$ cat src/rtl/ft_tx_framer_pkg.sv
// Shared types and constants for the FT2232H transmit framer.
package ft_tx_framer_pkg;

    localparam int FT_BYTE_W = 8;

    localparam logic [FT_BYTE_W-1:0] DEF_START_BYTE = 8'hA5;
    localparam logic [FT_BYTE_W-1:0] DEF_STOP_BYTE  = 8'h5A;

    typedef enum logic [2:0] {
        ST_IDLE,
        ST_START,
        ST_SEQ,
        ST_DATA,
        ST_STOP
    } state_e;

endpackage

$ cat src/rtl/ft_tx_framer_if.sv
// Sample stream plus FT2232H FIFO pins; signal suffixes are from the framer's point of view.
interface ft_tx_framer_if
    import ft_tx_framer_pkg::*;
#(
    parameter int DATA_WIDTH = 12
);

    logic [DATA_WIDTH-1:0] s_data_i;
    logic                  s_valid_i;
    logic                  s_ready_o;
    logic [FT_BYTE_W-1:0]  ft_data_o;
    logic                  ft_wr_n_o;
    logic                  ft_txe_n_i;
    logic                  ft_suspend_n_i;
    logic                  ft_siwua_n_o;

    // master: the framer itself; slave: the sample source and the FT2232H side.
    modport master (
        input  s_data_i, s_valid_i, ft_txe_n_i, ft_suspend_n_i,
        output s_ready_o, ft_data_o, ft_wr_n_o, ft_siwua_n_o
    );

    modport slave (
        output s_data_i, s_valid_i, ft_txe_n_i, ft_suspend_n_i,
        input  s_ready_o, ft_data_o, ft_wr_n_o, ft_siwua_n_o
    );

endinterface

$ cat src/rtl/ft_tx_framer.sv
// Frames signed samples as START, seq, sign-extended sample bytes (MSB first), STOP
// and writes them to an FT2232H synchronous FIFO one byte per transfer.
module ft_tx_framer
    import ft_tx_framer_pkg::*;
#(
    parameter int                   DATA_WIDTH     = 12,
    parameter int                   FRAME_SAMPLES  = 1024,
    parameter logic [FT_BYTE_W-1:0] START_BYTE     = DEF_START_BYTE,
    parameter logic [FT_BYTE_W-1:0] STOP_BYTE      = DEF_STOP_BYTE,
    parameter bit                   SEND_IMMEDIATE = 1'b1
) (
    input  logic   clk_i,
    input  logic   rst_n,
    input  logic   enable_i,
    output logic   busy_o,
    output state_e dbg_state_o,
    ft_tx_framer_if.master bus
);

    localparam int NBYTES = (DATA_WIDTH + 7) / 8;
    localparam int SW     = NBYTES * FT_BYTE_W;
    localparam int SCW    = $clog2(FRAME_SAMPLES + 1);
    localparam int BCW    = $clog2(NBYTES + 1);

    state_e               state_q, state_d;
    logic [FT_BYTE_W-1:0] data_q, data_d;
    logic                 pend_q, pend_d;
    logic                 wr_n_q, wr_n_d;
    logic                 last_q, last_d;
    logic                 siwua_n_q, siwua_n_d;
    logic [FT_BYTE_W-1:0] seq_q, seq_d;
    logic [SCW-1:0]       samp_q, samp_d;
    logic [BCW-1:0]       bcnt_q, bcnt_d;
    logic [SW-1:0]        shreg_q, shreg_d;

    logic          xfer;
    logic          slot;
    logic          s_ready;
    logic          accept;
    logic [SW-1:0] ext;

    // Samples use valid/ready: one is taken on every edge where s_valid_i and s_ready_o are high.
    // pend_q marks a byte in data_q not yet transferred; suspend only masks wr_n.
    assign xfer    = !wr_n_q && !bus.ft_txe_n_i;
    assign slot    = bus.ft_suspend_n_i && (!pend_q || xfer);
    assign s_ready = (state_q == ST_DATA) && (samp_q != SCW'(FRAME_SAMPLES))
                     && ((bcnt_q == '0) || ((bcnt_q == BCW'(1)) && slot));
    assign accept  = s_ready && bus.s_valid_i;
    assign ext     = SW'(signed'(bus.s_data_i));

    always_comb begin
        state_d   = state_q;
        data_d    = data_q;
        pend_d    = pend_q;
        last_d    = last_q;
        seq_d     = seq_q;
        samp_d    = samp_q;
        bcnt_d    = bcnt_q;
        shreg_d   = shreg_q;
        if (xfer) begin
            pend_d = 1'b0;
            last_d = 1'b0;
        end
        case (state_q)
            ST_IDLE: begin
                if (enable_i) state_d = ST_START;
            end
            ST_START: begin
                if (slot) begin
                    data_d  = START_BYTE;
                    pend_d  = 1'b1;
                    state_d = ST_SEQ;
                end
            end
            ST_SEQ: begin
                if (slot) begin
                    data_d  = seq_q;
                    pend_d  = 1'b1;
                    state_d = ST_DATA;
                end
            end
            ST_DATA: begin
                if (slot && (bcnt_q != '0)) begin
                    data_d  = shreg_q[SW-1 -: FT_BYTE_W];
                    pend_d  = 1'b1;
                    shreg_d = shreg_q << FT_BYTE_W;
                    bcnt_d  = bcnt_q - BCW'(1);
                    if ((bcnt_q == BCW'(1)) && (samp_q == SCW'(FRAME_SAMPLES))) begin
                        state_d = ST_STOP;
                    end
                end
            end
            ST_STOP: begin
                if (slot) begin
                    data_d  = STOP_BYTE;
                    pend_d  = 1'b1;
                    last_d  = 1'b1;
                    seq_d   = seq_q + 8'd1;
                    samp_d  = '0;
                    state_d = ST_IDLE;
                end
            end
            default: state_d = ST_IDLE;
        endcase
        // A sample taken alongside its predecessor's last byte reloads the shifter.
        if (accept) begin
            shreg_d = ext;
            bcnt_d  = BCW'(NBYTES);
            samp_d  = samp_q + SCW'(1);
        end
        wr_n_d    = !(pend_d && bus.ft_suspend_n_i);
        siwua_n_d = !(SEND_IMMEDIATE && xfer && last_q);
    end

    always_ff @(posedge clk_i) begin
        if (!rst_n) begin
            state_q   <= ST_IDLE;
            data_q    <= '0;
            pend_q    <= 1'b0;
            wr_n_q    <= 1'b1;
            last_q    <= 1'b0;
            siwua_n_q <= 1'b1;
            seq_q     <= '0;
            samp_q    <= '0;
            bcnt_q    <= '0;
            shreg_q   <= '0;
        end else begin
            state_q   <= state_d;
            data_q    <= data_d;
            pend_q    <= pend_d;
            wr_n_q    <= wr_n_d;
            last_q    <= last_d;
            siwua_n_q <= siwua_n_d;
            seq_q     <= seq_d;
            samp_q    <= samp_d;
            bcnt_q    <= bcnt_d;
            shreg_q   <= shreg_d;
        end
    end

    assign bus.s_ready_o    = s_ready;
    assign bus.ft_data_o    = data_q;
    assign bus.ft_wr_n_o    = wr_n_q;
    assign bus.ft_siwua_n_o = siwua_n_q;
    assign busy_o           = (state_q != ST_IDLE);
    assign dbg_state_o      = state_q;

endmodule

$ cat src/flat_wrapper.sv
// flat-port wrapper written by rule: the top's interface ports become plain ports
module ft_tx_framer_flat import ft_tx_framer_pkg::*;
#(
    parameter int                   DATA_WIDTH     = 12,
    parameter int                   FRAME_SAMPLES  = 1024,
    parameter logic [FT_BYTE_W-1:0] START_BYTE     = DEF_START_BYTE,
    parameter logic [FT_BYTE_W-1:0] STOP_BYTE      = DEF_STOP_BYTE,
    parameter bit                   SEND_IMMEDIATE = 1'b1
)
  (clk_i, rst_n, enable_i, busy_o, dbg_state_o, bus_s_data_i, bus_s_valid_i, bus_ft_txe_n_i, bus_ft_suspend_n_i, bus_s_ready_o, bus_ft_data_o, bus_ft_wr_n_o, bus_ft_siwua_n_o);
  ft_tx_framer_if #(.DATA_WIDTH(DATA_WIDTH)) bus_i ();
  input  logic clk_i;
  input  logic rst_n;
  input  logic enable_i;
  output logic busy_o;
  output state_e dbg_state_o;
  input wire logic [$bits(bus_i.s_data_i)-1:0] bus_s_data_i;
  input wire logic [$bits(bus_i.s_valid_i)-1:0] bus_s_valid_i;
  input wire logic [$bits(bus_i.ft_txe_n_i)-1:0] bus_ft_txe_n_i;
  input wire logic [$bits(bus_i.ft_suspend_n_i)-1:0] bus_ft_suspend_n_i;
  output wire logic [$bits(bus_i.s_ready_o)-1:0] bus_s_ready_o;
  output wire logic [$bits(bus_i.ft_data_o)-1:0] bus_ft_data_o;
  output wire logic [$bits(bus_i.ft_wr_n_o)-1:0] bus_ft_wr_n_o;
  output wire logic [$bits(bus_i.ft_siwua_n_o)-1:0] bus_ft_siwua_n_o;
  assign bus_i.s_data_i = bus_s_data_i;
  assign bus_i.s_valid_i = bus_s_valid_i;
  assign bus_i.ft_txe_n_i = bus_ft_txe_n_i;
  assign bus_i.ft_suspend_n_i = bus_ft_suspend_n_i;
  assign bus_s_ready_o = bus_i.s_ready_o;
  assign bus_ft_data_o = bus_i.ft_data_o;
  assign bus_ft_wr_n_o = bus_i.ft_wr_n_o;
  assign bus_ft_siwua_n_o = bus_i.ft_siwua_n_o;
  ft_tx_framer #(.DATA_WIDTH(DATA_WIDTH), .FRAME_SAMPLES(FRAME_SAMPLES), .START_BYTE(START_BYTE), .STOP_BYTE(STOP_BYTE), .SEND_IMMEDIATE(SEND_IMMEDIATE)) u_core (.clk_i(clk_i), .rst_n(rst_n), .enable_i(enable_i), .busy_o(busy_o), .dbg_state_o(dbg_state_o), .bus(bus_i));
endmodule
$ cat config.mk
export PLATFORM = sky130hd
export DESIGN_NAME = ft_tx_framer_flat
export DESIGN_NICKNAME = d
export VERILOG_FILES = /design/src/rtl/ft_tx_framer_pkg.sv /design/src/rtl/ft_tx_framer_if.sv /design/src/rtl/ft_tx_framer.sv /design/src/flat_wrapper.sv
export SDC_FILE = /design/constraint.sdc
export NUM_CORES = 1
export LEC_CHECK = 0
export CAP_MARGIN = 20
export CORE_MARGIN = 2
export CORE_UTILIZATION = 50
export DETAILED_ROUTE_END_ITERATION = 8
export GPL_TIMING_DRIVEN = 0
export PLACE_DENSITY = 0.76
export SYNTH_ARGS = -nofsm -noshare
export SYNTH_HDL_FRONTEND = slang
export SYNTH_SLANG_ARGS = --single-unit
$ cat constraint.sdc
create_clock -name clk_i -period 5.53 [get_ports clk_i]
set_clock_uncertainty 0.2 [all_clocks]
set_input_delay 0.553 -clock clk_i [delete_from_list [all_inputs] [get_ports clk_i]]
set_output_delay 0.553 -clock clk_i [all_outputs]
set_load 0.05 [all_outputs]
Word-level counts from Yosys, hierarchy flattened
Index checks and enable logic that the tools add are counted.

storage, ports and cells
  input bits = 18
  bits in registers = 52
  word-level logic and storage cells = 90
  output and inout port bits = 15

operators by class
  add/sub/neg operators = 3
  multiplexer cells = 28
  reduce and logical (&&, ||, !) cells = 34
  eq/ne operators = 13
  bitwise operators = 1

operators by type and width
  operator                 number
  $mux W16                 3
  $mux W11                 3
  $mux W8                  4
  $pmux W8 S4              1
  $mux W3                  6
  $pmux W3 S5              1
  $add A11 B1 Y11 const B  1
  $eq A11 B11 Y1 const B   1
  $ne A11 B11 Y1 const B   1
  $logic_and A1 B1 Y1      10
  $reduce_bool A2 Y1       5
  $add A8 B1 Y8 const B    1
  $reduce_and A2 Y1        4
  $eq A3 B2 Y1 const B     2
  $mux W1                  6
  $mux W2                  3
  $ne A2 B1 Y1 const B     3
  $ne A2 B2 Y1 const B     3
  $reduce_and A6 Y1        1
  $logic_not A1 Y1         5
  $reduce_and A5 Y1        1
  $reduce_bool A4 Y1       1
  $eq A3 B1 Y1 const B     1
  $eq A3 B3 Y1 const B     1
  10 further kinds         11

Depth between registers and ports, before layout
  word-level depth = 10
  mapped depth = 8

Least setup slack after synthesis
No wires, ideal clock.

  path kind = reg-to-output
  start = register u_core.wr_n_q, in the netlist u_core.bus.ft_wr_n_o
  end = output bus_s_ready_o
  path buffers = 2
  path slack = 2238 ps
  stages on the path, launching flop included = 6
  required time = 4777 ps
  data arrival time = 2539 ps
  cell sequence = dfxtp_1 o21ai_2 a31oi_1 buf_2 buf_4 a311oi_1

between the ends
  word-level cells in the longest chain between the ends = 7

RTL lines
  element                 RTL line             RTL
  start, declared         ft_tx_framer.sv:28   logic wr_n_q, wr_n_d;
  start signal, assigned  ft_tx_framer.sv:131  wr_n_q <= wr_n_d;
  $logic_not A1 Y1        ft_tx_framer.sv:44   assign xfer = !wr_n_q && !bus.ft_txe_n_i;
  $logic_and A1 B1 Y1     ft_tx_framer.sv:44
  $logic_or A1 B1 Y1      ft_tx_framer.sv:45   assign slot = bus.ft_suspend_n_i && (!pend_q || xfer);
  $logic_and A1 B1 Y1     ft_tx_framer.sv:45
  $logic_and A1 B1 Y1     ft_tx_framer.sv:47   && ((bcnt_q == '0) || ((bcnt_q == BCW'(1)) && slot));
  $logic_or A1 B1 Y1      ft_tx_framer.sv:47
  $logic_and A1 B1 Y1     ft_tx_framer.sv:47
  end, declared           flat_wrapper.sv:21   output wire logic [$bits(bus_i.s_ready_o)-1:0] bus_s_ready_o;

No other way between the ends.

Worst setup path in the final report
  start = input bus_ft_txe_n_i
  end = output bus_s_ready_o

between the ends
  word-level cells in the longest chain between the ends = 7

RTL lines
  element              RTL line            RTL
  start, declared      flat_wrapper.sv:19  input wire logic [$bits(bus_i.ft_txe_n_i)-1:0] bus_ft_txe_n_i;
  $logic_not A1 Y1     ft_tx_framer.sv:44
  $logic_and A1 B1 Y1  ft_tx_framer.sv:44
  $logic_or A1 B1 Y1   ft_tx_framer.sv:45
  $logic_and A1 B1 Y1  ft_tx_framer.sv:45
  $logic_and A1 B1 Y1  ft_tx_framer.sv:47
  $logic_or A1 B1 Y1   ft_tx_framer.sv:47
  $logic_and A1 B1 Y1  ft_tx_framer.sv:47

No other way between the ends.

==> impl_metrics.py <==
metrics = {
    "routing": {
        "wl_per_cell_um": 16.4,
        "drt-total-wl_mm": 6.88,
        "drtAntennaViolNets": 0,
        "dr.pass1.iters": 4,
        "via_per_inst": 6.12,
        "drt_iter0_markers": 201,
        "drc": 0,
        "routed-via-count": 2565,
    },
    "global_route": {
        "grtUsageMet2_pct": 36.2,
        "grtUsageTotal_pct": 23.4,
        "grt_pass1_wl_mm": 11.5,
        "grt-ovfl-total": 0,
        "grt_most_used_layer": "met2",
        "grt_max_degree": 16,
        "antenna_found_initial": 0,
        "grt_pass1_vias": 2360,
        "grt_use_met1_pct": 32.5,
        "use_met3_pct": 4.02,
    },
    "floorplan": {
        "dieArea_um2": 6150,
        "ios": 33,
        "fp.dieH_um": 78.5,
        "num_rows": 27,
        "initial_core_util_pct": 51.0,
        "dieWidth_um": 78.5,
        "coreArea_um2": 5440,
    },
    "sta": {
        "period_minus_slack_ps": 3890,
        "maxSlewViolCount": 0,
        "setup_viol": 0,
        "fin_tns_setup_ps": 0,
        "fin_ws_ps": 1640,
        "relSlewSlack_pct": 56.0,
        "tightest_slew_ps": 658,
        "fin_crit_sh_pct": 70.3,
        "fmax_mhz": 257,
        "final_hold_viol_count": 0,
        "rsz0062_at_grt": "no",
    },
    "setup_path": {
        "critPathBufInv": 4,
        "crit_chain": "clkdlybuf4s50_1, o21ai_2, a31oi_1, buf_2, buf_4, a311oi_1, clkdlybuf4s50_1",
        "crit_family": "buffers and inverters",
        "critPathRequiredTime_ps": 4780,
        "path_class": "in2out",
        "crit_fanout": 10,
        "critPathSlowestCell": "clkdlybuf4s50_1",
        "worst_setup_path_start_kind": "input port",
        "max_stage_delay_ps": 870,
        "arrival_ps": 3140,
        "crit_top_cell": "clkdlybuf4s50_1",
        "end_kind": "primary output",
    },
    "layout": {
        "seq_area_um2": 1040,
        "final_util_pct": 60.2,
        "area_delta_synth_final_pct": 18.2,
        "multi_input_area_um2": 1530,
        "final_cells": 419,
        "nFillCells": 502,
        "num_antenna_cells": 0,
        "final_layout_size_suffix_gt1_share_pct": 11.0,
        "final_nets": 369,
    },
    "placement": {
        "dp_hpwl_mm": 5.01,
        "place.gp.congestion": 0.938,
        "place_ws_ps": 1690,
        "placed_cells": 411,
        "portBuffers": 32,
    },
    "clock_network": {
        "cts_sinks": 52,
        "cts_resized": 0,
        "post_cts_buffers": 0,
        "cts_tree": "built",
        "cts_hold_buf": 0,
        "clk_pin_slew_ps": 90,
        "cts_buffers": 5,
        "insertion_delay_ps": 310,
        "cts_max_level": 2,
        "cts-root-buf": "clkbuf_8",
        "clockBufferDepth": 2,
    },
    "run": {
        "max_cap_viol_count": 0,
    },
    "logic_synthesis": {
        "yosys_warnings": 0,
        "synth-seq-cells": 52,
        "syn_area_um2": 2770,
        "synth-main-ff-cell": "dfxtp_1",
        "synth_edf_count": 0,
        "async_flop_share_pct": 0,
        "ys_seq_area_share_pct": 37.6,
        "synth_area_per_cell_um2": 9.03,
        "syn_inst": 307,
        "synth_cell_types": 56,
        "syn_nets": 330,
    },
    "pwr": {
        "cellPowerDensity_nw_per_um2": 245,
        "p_leak_uw": 0.00113,
        "ir_drop_mv": 0.124,
        "power_uw": 804,
    },
    "status": {
        "status": "finished clean",
    },
    "min_path": {
        "hold_path.class": "reg2reg",
    },
}
[placed cells by master, fill, tap and decap left out, types with 5 or more instances in the layout]
cell             instances
clkdlybuf4s50_1         32
mux2i_1                 13
nand3_1                 19
clkbuf_8                10
o211a_1                  5
dfxtp_1                 52
inv_1                    6
a21oi_1                 30
nand4_1                  8
or4_1                    8
nand2_1                 23
ha_1                     5
nor3_1                   9
o211ai_1                19
clkbuf_1                13
a31oi_1                  8
nor2_1                   6
[flip-flops by register name, summed over array words and instances, names as in the netlist]
signal                   flops
u_core.seq_q                 8
u_core.dbg_state_o           3
u_core.bcnt_q                2
u_core.shreg_q              16
u_core.samp_q               11
u_core.bus.ft_wr_n_o         1
u_core.bus.ft_data_o         8
u_core.bus.ft_siwua_n_o      1
u_core.last_q                1
u_core.pend_q                1
[logic make-up after synthesis]
group                    synth area share (%)
AND/OR/NAND/NOR                          22.9
buffers and inverters                    7.13
flip-flops                               37.6
AO/OA/AOI/OAI                            23.8
adder cells (fa/ha/maj)                  2.26
multiplexers                             4.70
XOR/XNOR                                 1.58
[per-stage QoR]
stage,area [um2],hold slack [ps]
2_1_floorplan,2770,179
3_3_place_gp,3180,193
3_5_place_dp,3180,204
4_1_cts,3280,226
5_1_grt,3280,242
6_report,3280,220
[Yosys cell counts (all sizes together) (3+ instances only)]
library cell   n  area [um2]
nand3         21         115
a311oi         4        35.0
dfxtp         52        1040
clkbuf        16         100
a31oi          9        62.6
or4            8        60.1
o221ai         4        35.0
o211ai        19         143
ha             5        62.6
nand4b         3        26.3
xor2           3        26.3
and3           3        18.8
buf            9        71.3
nor2           6        22.5
nand2         23        86.3
inv            6        22.5
or3            3        20.0
mux2i         13         130
nand3b         5        41.3
nand2b         3        18.8
o21ai          4        35.0
a2111oi        4        35.0
o31ai          3        22.5
a211oi         3        22.5
o211a          5        50.1
nand4          8        50.1
a21oi         30         150
nor3           9        45.0
nor4           3        25.0
[routing by layer]
| layer | share of wire (%) | vias up |
|---|---|---|
| li1 | - | 1253 |
| met1 | 45 | 1212 |
| met2 | 46 | 81 |
| met3 | 6.3 | 19 |
| met4 | 2.3 | 0 |
| met5 | 0 | - |
[report_power, final]
part / internal [uW] / leakage [uW] / total (uW) / switching, uW
sequential: 389 / 0.000421 / 397 / 8.45
clock: 102 / 0.0000445 / 229 / 127
combinational: 64.8 / 0.000660 / 177 / 112
[cell type report]
cell class                      instances  share of cell area, %
Inverter                                7                  0.802
Timing Repair Buffer                   32                   9.78
Sequential cell                        52                   31.8
Clock buffer                            7                   2.64
Multi-Input combinational cell        223                   46.8
Clock inverter                          1                  0.229
Buffer                                 25                   5.23
Tap cell                               72                   2.75
[path summary, 6_finish.rpt]
check / from / end / slack (ps) / cells after the start
max: bus_ft_txe_n_i / bus_s_ready_o / 1640 / 7
min: u_core.last_q / u_core.bus.ft_siwua_n_o / 220 / 1
max reg2reg: u_core.bcnt_q[0] / u_core.shreg_q[6] / 3130 / 7
min reg2reg: u_core.last_q / u_core.bus.ft_siwua_n_o / 220 / 1
Note: power is estimated with default switching activity, not from simulation.
